==> config.mk <==
export PLATFORM = sky130hd
export DESIGN_NAME = hamming_secded_pipe_flat
export DESIGN_NICKNAME = d
export VERILOG_FILES = /design/src/rtl/hamming_secded_pipe_if.sv /design/src/rtl/hamming_secded_pipe.sv /design/src/flat_wrapper.sv
export SDC_FILE = /design/constraint.sdc
export NUM_CORES = 1
export LEC_CHECK = 0
export BUFFER_PORTS_ARGS = -buffer_cell sky130_fd_sc_hd__buf_4
export CORE_MARGIN = 1.5
export CORE_UTILIZATION = 40
export CTS_CLUSTER_DIAMETER = 80
export DETAILED_ROUTE_END_ITERATION = 12
export GPL_ROUTABILITY_DRIVEN = 0
export PLACE_DENSITY = 0.71
export SETUP_SLACK_MARGIN = 0.15
export SLEW_MARGIN = 20
export SYNTH_ARGS = -nofsm -noshare
export SYNTH_HDL_FRONTEND = slang
export SYNTH_SLANG_ARGS = --single-unit
==> constraint.sdc <==
create_clock -name clk -period 3.7 [get_ports clk]
set_input_delay 0.185 -clock clk [delete_from_list [all_inputs] [get_ports clk]]
set_output_delay 0.185 -clock clk [all_outputs]
set_load 0.01 [all_outputs]
==> src/rtl/hamming_secded_pipe_if.sv <==
// Valid/ready bundle for the SECDED decode pipeline: codeword in, corrected result out.
// The master drives codewords and accepts results; the decoder is the slave.
interface hamming_secded_pipe_if #(
   parameter int unsigned DATA_W = 8
);

   function automatic int unsigned calc_chk_w(input int unsigned dw);
      int unsigned k;
      k = 1;
      while ((32'd1 << k) < dw + k + 1) k = k + 1;
      return k;
   endfunction

   localparam int unsigned CHK_W = calc_chk_w(DATA_W);
   localparam int unsigned CW_W  = DATA_W + CHK_W + 1;

   logic              in_valid;
   logic              in_ready;
   logic [CW_W-1:0]   in_cw;
   logic              out_valid;
   logic              out_ready;
   logic [DATA_W-1:0] out_data;
   logic [CHK_W-1:0]  out_syndrome;
   logic              single_bit_ERROR;
   logic              two_bit_ERROR;

   modport master (
      output in_valid,
      output in_cw,
      output out_ready,
      input  in_ready,
      input  out_valid,
      input  out_data,
      input  out_syndrome,
      input  single_bit_ERROR,
      input  two_bit_ERROR
   );

   modport slave (
      input  in_valid,
      input  in_cw,
      input  out_ready,
      output in_ready,
      output out_valid,
      output out_data,
      output out_syndrome,
      output single_bit_ERROR,
      output two_bit_ERROR
   );

endinterface

==> src/rtl/hamming_secded_pipe.sv <==
// Two-stage SECDED decoder: stage 1 registers syndrome/parity, stage 2 classifies and corrects.
// Full valid/ready backpressure plus saturating SEC/DED event counters.
module hamming_secded_pipe #(
   parameter int unsigned DATA_W = 8,
   parameter int unsigned CNT_W  = 16
) (
   input  logic                 clk,
   input  logic                 rst,
   hamming_secded_pipe_if.slave bus,
   input  logic                 cnt_clr,
   output logic [CNT_W-1:0]     sec_count,
   output logic [CNT_W-1:0]     ded_count
);

   function automatic int unsigned calc_chk_w(input int unsigned dw);
      int unsigned k;
      k = 1;
      while ((32'd1 << k) < dw + k + 1) k = k + 1;
      return k;
   endfunction

   // Codeword position of payload bit d: the (d+1)-th non-power-of-two position.
   function automatic int unsigned data_pos(input int unsigned d);
      int unsigned p;
      int unsigned n;
      p = 0;
      n = 0;
      while (n <= d) begin
         p = p + 1;
         if ((p & (p - 1)) != 0) n = n + 1;
      end
      return p;
   endfunction

   localparam int unsigned      CHK_W  = calc_chk_w(DATA_W);
   localparam int unsigned      CW_W   = DATA_W + CHK_W + 1;
   localparam logic [CHK_W-1:0] MaxPos = CHK_W'(DATA_W + CHK_W);

   // Stage 1 state
   logic              s1_valid_q, s1_valid_d;
   logic [DATA_W-1:0] s1_data_q, s1_data_d;
   logic [CHK_W-1:0]  s1_syn_q, s1_syn_d;
   logic              s1_par_q, s1_par_d;

   // Stage 2 (output) state
   logic              out_valid_q, out_valid_d;
   logic [DATA_W-1:0] out_data_q, out_data_d;
   logic [CHK_W-1:0]  out_syn_q, out_syn_d;
   logic              sec_flag_q, sec_flag_d;
   logic              ded_flag_q, ded_flag_d;

   logic [CNT_W-1:0]  sec_cnt_q, sec_cnt_d;
   logic [CNT_W-1:0]  ded_cnt_q, ded_cnt_d;

   logic              s2_load;
   logic              s1_load;
   logic              out_fire;

   logic [CHK_W-1:0]  syn_c;
   logic              par_c;
   logic [DATA_W-1:0] raw_data;
   logic [DATA_W-1:0] flip;
   logic              syn_zero;
   logic              in_range;
   logic              fix;
   logic              sec_c;
   logic              ded_c;

   assign s2_load     = !out_valid_q || bus.out_ready;
   assign s1_load     = !s1_valid_q || s2_load;
   assign out_fire    = out_valid_q && bus.out_ready;
   assign bus.in_ready = s1_load;

   always_comb begin
      syn_c = '0;
      for (int unsigned p = 1; p < CW_W; p++) begin
         if (bus.in_cw[p]) syn_c = syn_c ^ CHK_W'(p);
      end
      par_c = ^bus.in_cw;
   end

   // Only payload positions are carried forward; check bits matter only via the syndrome.
   for (genvar g = 0; g < DATA_W; g++) begin : g_data
      localparam int unsigned Pos = data_pos(g);
      assign raw_data[g] = bus.in_cw[Pos];
      assign flip[g]     = fix && (s1_syn_q == CHK_W'(Pos));
   end

   assign syn_zero = (s1_syn_q == '0);
   assign in_range = (s1_syn_q <= MaxPos);
   assign fix      = !syn_zero && s1_par_q && in_range;
   assign sec_c    = s1_par_q && (syn_zero || in_range);
   assign ded_c    = !syn_zero && (!s1_par_q || !in_range);

   always_comb begin
      s1_valid_d = s1_valid_q;
      s1_data_d  = s1_data_q;
      s1_syn_d   = s1_syn_q;
      s1_par_d   = s1_par_q;
      if (s1_load) begin
         s1_valid_d = bus.in_valid;
         if (bus.in_valid) begin
            s1_data_d = raw_data;
            s1_syn_d  = syn_c;
            s1_par_d  = par_c;
         end
      end
   end

   always_comb begin
      out_valid_d = out_valid_q;
      out_data_d  = out_data_q;
      out_syn_d   = out_syn_q;
      sec_flag_d  = sec_flag_q;
      ded_flag_d  = ded_flag_q;
      if (s2_load) begin
         out_valid_d = s1_valid_q;
         if (s1_valid_q) begin
            out_data_d = s1_data_q ^ flip;
            out_syn_d  = s1_syn_q;
            sec_flag_d = sec_c;
            ded_flag_d = ded_c;
         end
      end
   end

   // Clear has priority over a same-cycle increment; counts stick at all-ones.
   always_comb begin
      sec_cnt_d = sec_cnt_q;
      ded_cnt_d = ded_cnt_q;
      if (cnt_clr) begin
         sec_cnt_d = '0;
         ded_cnt_d = '0;
      end else if (out_fire) begin
         if (sec_flag_q && (sec_cnt_q != '1)) sec_cnt_d = sec_cnt_q + CNT_W'(1);
         if (ded_flag_q && (ded_cnt_q != '1)) ded_cnt_d = ded_cnt_q + CNT_W'(1);
      end
   end

   always_ff @(posedge clk) begin
      if (rst) begin
         s1_valid_q  <= 1'b0;
         s1_data_q   <= '0;
         s1_syn_q    <= '0;
         s1_par_q    <= 1'b0;
         out_valid_q <= 1'b0;
         out_data_q  <= '0;
         out_syn_q   <= '0;
         sec_flag_q  <= 1'b0;
         ded_flag_q  <= 1'b0;
         sec_cnt_q   <= '0;
         ded_cnt_q   <= '0;
      end else begin
         s1_valid_q  <= s1_valid_d;
         s1_data_q   <= s1_data_d;
         s1_syn_q    <= s1_syn_d;
         s1_par_q    <= s1_par_d;
         out_valid_q <= out_valid_d;
         out_data_q  <= out_data_d;
         out_syn_q   <= out_syn_d;
         sec_flag_q  <= sec_flag_d;
         ded_flag_q  <= ded_flag_d;
         sec_cnt_q   <= sec_cnt_d;
         ded_cnt_q   <= ded_cnt_d;
      end
   end

   assign bus.out_valid        = out_valid_q;
   assign bus.out_data         = out_data_q;
   assign bus.out_syndrome     = out_syn_q;
   assign bus.single_bit_ERROR = sec_flag_q;
   assign bus.two_bit_ERROR    = ded_flag_q;
   assign sec_count            = sec_cnt_q;
   assign ded_count            = ded_cnt_q;

endmodule
==> src/flat_wrapper.sv <==
// flat-port wrapper written by rule: the top's interface ports become plain ports
module hamming_secded_pipe_flat 
#(
   parameter int unsigned DATA_W = 8,
   parameter int unsigned CNT_W  = 16
)
  (clk, rst, cnt_clr, sec_count, ded_count, bus_in_valid, bus_in_cw, bus_out_ready, bus_in_ready, bus_out_valid, bus_out_data, bus_out_syndrome, bus_single_bit_ERROR, bus_two_bit_ERROR);
  hamming_secded_pipe_if #(.DATA_W(DATA_W)) bus_i ();
  input  logic clk;
  input  logic rst;
  input  logic cnt_clr;
  output logic [CNT_W-1:0] sec_count;
  output logic [CNT_W-1:0] ded_count;
  input wire logic [$bits(bus_i.in_valid)-1:0] bus_in_valid;
  input wire logic [$bits(bus_i.in_cw)-1:0] bus_in_cw;
  input wire logic [$bits(bus_i.out_ready)-1:0] bus_out_ready;
  output wire logic [$bits(bus_i.in_ready)-1:0] bus_in_ready;
  output wire logic [$bits(bus_i.out_valid)-1:0] bus_out_valid;
  output wire logic [$bits(bus_i.out_data)-1:0] bus_out_data;
  output wire logic [$bits(bus_i.out_syndrome)-1:0] bus_out_syndrome;
  output wire logic [$bits(bus_i.single_bit_ERROR)-1:0] bus_single_bit_ERROR;
  output wire logic [$bits(bus_i.two_bit_ERROR)-1:0] bus_two_bit_ERROR;
  assign bus_i.in_valid = bus_in_valid;
  assign bus_i.in_cw = bus_in_cw;
  assign bus_i.out_ready = bus_out_ready;
  assign bus_in_ready = bus_i.in_ready;
  assign bus_out_valid = bus_i.out_valid;
  assign bus_out_data = bus_i.out_data;
  assign bus_out_syndrome = bus_i.out_syndrome;
  assign bus_single_bit_ERROR = bus_i.single_bit_ERROR;
  assign bus_two_bit_ERROR = bus_i.two_bit_ERROR;
  hamming_secded_pipe #(.DATA_W(DATA_W), .CNT_W(CNT_W)) u_core (.clk(clk), .rst(rst), .bus(bus_i), .cnt_clr(cnt_clr), .sec_count(sec_count), .ded_count(ded_count));
endmodule
==> metrics.md <==
| Metric | Value |
|---|---|
| Cell-internal power | `approximately 1.2 mW` |
| Number of buffers and inverters on the critical path | `0` |
| Max Transition Viols Final | `0` |
| Normalized max-slew margin | `between 30% and 40%` |
| Worst hold path startpoint | `bus_in_cw[10]` |
| Core region area | `about 6900 µm²` |
| Clk network pwr share | `roughly 46%` |
| DRC | `0` |
| Effective utilization at floorplan | `between 40% and 50%` |
| Via count of the first global-routing pass | `between 2000 and 2500` |
| Cell-by-cell trace of the critical path | `ha_1, nand3_1, nor4_2, or4_1, or3_1, a21oi_1` |
| Non-filler cells in the finished layout | `roughly 510` |
| Total nets after synthesis | `367` |
| Slew at the pin closest to its max-slew limit | `roughly 960 ps` |
| DR iter-0 viols | `between 100 and 150` |
| Clock latency of the later-clocked register in the worst-skew pair | `around 350 ps` |
| Sum of net half-perimeters after detailed placement | `between 4 and 5 mm` |
| Cell area reported after detailed placement | `~3400 µm²` |
| Antenna diode count | `0` |
| Die height | `roughly 88 µm` |
| Synthesized instance count | `approximately 350` |
| Number of detailed-routing iterations run before antenna repair | `4` |
| Master of the slowest instance on the critical path | `sky130_fd_sc_hd__or4_1` |
| Number of vias in the routed layout | `2528` |
| Number of buffers added to fix hold violations after cts | `0` |
| Routed Wire Length | `~6.1 mm` |
| Number of input and output port buffers inserted | `65` |
| Delay-heaviest family, CP | `simple AND/OR/NAND/NOR gates` |
| Register bit total from synthesis | `a little over 60` |
| Layout cells sized above 1 | `between 20% and 30%` |
| TritonCTS clock tree | `yes` |
| CP Data Required Time | `~4000 ps` |
| Worst hold path class | `input pin to flip-flop` |
| Final sum of negative setup slack | `0 ps` |
| Arrival time of the worst setup path | `2310 ps` |
| Final Hold Fails | `0` |
| Endpoint kind of the worst setup timing path | `flip-flop` |
| MaxCap Viol Count | `0` |
| Sw Ratio | `23.9%` |
| Post-route minimum period | `between 2000 and 2500 ps` |
| Startpoint types | `flip-flop` |
| Net load switching power | `roughly 0.38 mW` |
| Clock root buffer | `sky130_fd_sc_hd__clkbuf_8` |
| DP Cell Count | `a little under 500` |
| Setup repair after global routing missed its margin | `false` |
| Clk_skew | `9.02 ps` |
| Avg Vias per Cell | `between 4 and 5` |
| Worst-case vdd ir drop | `between 0.15 and 0.2 mV` |
| Horizontal die dimension | `around 88 µm` |
| Clock transition time at the flip-flop clock pins of the worst setup and hold paths | `70 ps` |
| Wire length of the first global-routing pass | `roughly 10 mm` |
| Post-route cell area | `3680 µm²` |
| # setup viols final | `0` |
| Total of cells resized after clock tree synthesis | `0` |
| Maximum buffer depth of the clock tree | `2` |
| # clock sinks | `61` |
| I/O Pins | `66` |
| Unique masters post-synth | `37` |
| Period utilisation layout | `55.2%` |
| Total clock buffers created by CTS | `9` |
| Leakage power figure | `1.34 nW` |
| Netlist area before placement | `2880 µm²` |
| Total of warnings raised by yosys | `0` |
| Part of the total power dissipated in sequential elements | `~45%` |
| Sequential cell area fraction in the yosys report | `42.3%` |
| Antenna violation net count after detailed routing | `0` |
| Grt ovf | `0` |
| Maximum cell stage delay along the critical path | `~650 ps` |
| Overall Global Routing Usage | `16.7%` |
| Routed WL per cell | `between 10 and 15 µm` |
| Reg-to-Reg Start | `u_core.sec_count[0]$_SDFFE_PP0P_` |
| Floorplan row count | `30` |
| Run status | `complete, no violations` |
| Power per standard cell area | `431 nW/µm²` |
| H-tree depth reported by CTS | `3` |
| Worst-path fanout max | `9` |
| Die footprint | `between 7000 and 8000 µm²` |
| Post-CTS Repair Setup Buffers | `0` |
| Number of filler instances in the final layout | `around 650` |
| Largest net degree at the start of global routing | `33` |
| Growth of design area from synthesis to finish | `27.5%` |
| Maximum clock frequency | `slightly below 500 MHz` |
| Logic gate share of total power | `roughly a tenth` |
| Antenna violations before repair | `0` |
| Origin of the worst setup path | `u_core.sec_count[0]$_SDFFE_PP0P_` |
| # nets final | `around 430` |
| Synth Area per Inst | `slightly above 8 µm²` |
| WS Path Type | `flip-flop to flip-flop` |
[synth_stat cells]
cell type	count	area share (%)
sky130_fd_sc_hd__dfxtp_1	61	42
sky130_fd_sc_hd__nor2_1	47	6.1
sky130_fd_sc_hd__nand2_1	42	5.5
sky130_fd_sc_hd__xnor2_1	36	11
sky130_fd_sc_hd__a21oi_1	24	4.2
sky130_fd_sc_hd__xor2_1	17	5.2
sky130_fd_sc_hd__clkbuf_1	15	2.0
sky130_fd_sc_hd__nand3_1	15	2.6
sky130_fd_sc_hd__a211oi_1	13	3.4
sky130_fd_sc_hd__o21ai_0	10	1.7
sky130_fd_sc_hd__nand4_1	9	2.0
sky130_fd_sc_hd__and3_1	6	1.3
sky130_fd_sc_hd__nor3_1	6	1.0
sky130_fd_sc_hd__or3_1	5	1.1
sky130_fd_sc_hd__inv_1	4	0.52
sky130_fd_sc_hd__and4_1	3	0.91
sky130_fd_sc_hd__nand2b_1	3	0.65
sky130_fd_sc_hd__nand3b_1	3	0.78
sky130_fd_sc_hd__nor4_1	3	0.65
sky130_fd_sc_hd__o211ai_1	3	0.78
sky130_fd_sc_hd__and2_0	2	0.43
sky130_fd_sc_hd__ha_1	2	0.87
sky130_fd_sc_hd__nor4b_1	2	0.61
sky130_fd_sc_hd__or2_2	2	0.43
sky130_fd_sc_hd__or4_1	2	0.52
sky130_fd_sc_hd__a31oi_1	1	0.22
sky130_fd_sc_hd__and2_1	1	0.22
sky130_fd_sc_hd__buf_2	1	0.17
sky130_fd_sc_hd__mux2i_1	1	0.35
sky130_fd_sc_hd__nand3_2	1	0.35
sky130_fd_sc_hd__nand4_2	1	0.43
sky130_fd_sc_hd__nand4b_1	1	0.30
sky130_fd_sc_hd__nor3b_1	1	0.26
sky130_fd_sc_hd__nor4_2	1	0.43
sky130_fd_sc_hd__o2111ai_1	1	0.30
sky130_fd_sc_hd__o31ai_1	1	0.26
sky130_fd_sc_hd__o41ai_1	1	0.30
[path summary, 6_finish.rpt]
kind	endpoint	slack (ps)	depth (start not counted)
worst max-delay path	u_core.sec_count[9]$_SDFFE_PP0P_	1660	6
worst min-delay path	u_core.s1_data_q[5]$_SDFFE_PP0P_	100	3
worst max register to register	u_core.sec_count[9]$_SDFFE_PP0P_	1660	6
worst min register to register	u_core.bus.out_syndrome[1]$_SDFFE_PP0P_	460	2
[layout by cell type (no fill, tap or decap), drive strengths merged, types with 4 or more instances in the layout]
cell type	netlist	final
or3	5	5
and3	6	6
nand2	42	42
buf	1	65
clkbuf	15	9
dfxtp	61	61
nor3	6	6
nor4	4	4
a21oi	24	24
inv	4	5
xor2	17	17
a211oi	13	13
nor2	47	47
o21ai	10	10
nand3	16	16
xnor2	36	36
nand4	10	10
[final cells by class]
| type | count | area, µm² | share of cell area (%) |
|---|---|---|---|
| tap | 96 | 120 | 3.27 |
| timing repair buffer | 65 | 488 | 13.3 |
| clock inverter | 7 | 123 | 3.33 |
| clock buffer | 9 | 124 | 3.37 |
| multi-input combinational | 266 | 1590 | 43.1 |
| sequential | 61 | 1220 | 33.2 |
| inverter | 4 | 15.0 | 0.408 |
[through the flow]
| stage | hold WS [ps] | utilization (%) | worst slack (ps) | power (mW) |
|---|---|---|---|---|
| finish | 101 | 53.5 | 1660 | 1.59 |
| floorplan | 314 | - | 1810 | 0.826 |
| global route | 99.7 | 53.5 | 1530 | 1.65 |
| CTS | 90.9 | 53.5 | 1650 | 1.60 |
| global placement | 444 | 49.9 | 1770 | 0.874 |
| detailed placement | 451 | 49.9 | 1700 | 0.877 |
[registers in the layout, summed over array words and instances, names as in the netlist]
name / cells
u_core.ded_count: 16
u_core.sec_count: 16
u_core.bus.out_data: 8
u_core.s1_data_q: 8
u_core.bus.out_syndrome: 4
u_core.s1_syn_q: 4
u_core.bus.out_valid: 1
u_core.bus.single_bit_ERROR: 1
u_core.bus.two_bit_ERROR: 1
u_core.s1_par_q: 1
u_core.s1_valid_q: 1
[worst register-to-register path, delay by kind of cell, from the launching register on]
kind,cells,cell delay (ps)
and+or+nand+nor,4,1190
DFF,1,350
adders and majority gates,1,250
AOI/OAI and AO/OA,1,170
[cell families (layout without fill, tap and decap cells)]
kind of cell	after synthesis	count (layout)	synth area share [%]
AND/OR/NAND/NOR	156	156	26.6
flip-flops	61	61	42.3
AO/OA/AOI/OAI	54	54	11.2
XOR/XNOR	53	53	16.1
buffers and inverters	20	85	2.65
adder cells (fa/ha/maj)	2	2	0.868
multiplexers	1	1	0.347
[power groups by stage]
stage	Clock [mW]	Sequential (mW)	Combinational (mW)
floorplan	0	0.713	0.113
global placement	0	0.721	0.154
detailed placement	0	0.721	0.156
CTS	0.738	0.706	0.156
global route	0.769	0.711	0.171
finish	0.726	0.707	0.154
[layer usage]
| metal | vias to the layer above | global-route usage [%] | share of wire (%) |
|---|---|---|---|
| met4 | 0 | 9.96 | 2.5 |
| li1 | 1325 | - | - |
| met2 | 70 | 25.7 | 45 |
| met1 | 1121 | 21.5 | 47 |
| met3 | 12 | 3.58 | 6.0 |
| met5 | - | 0 | 0 |
Note: power is estimated with default switching activity, not from simulation.
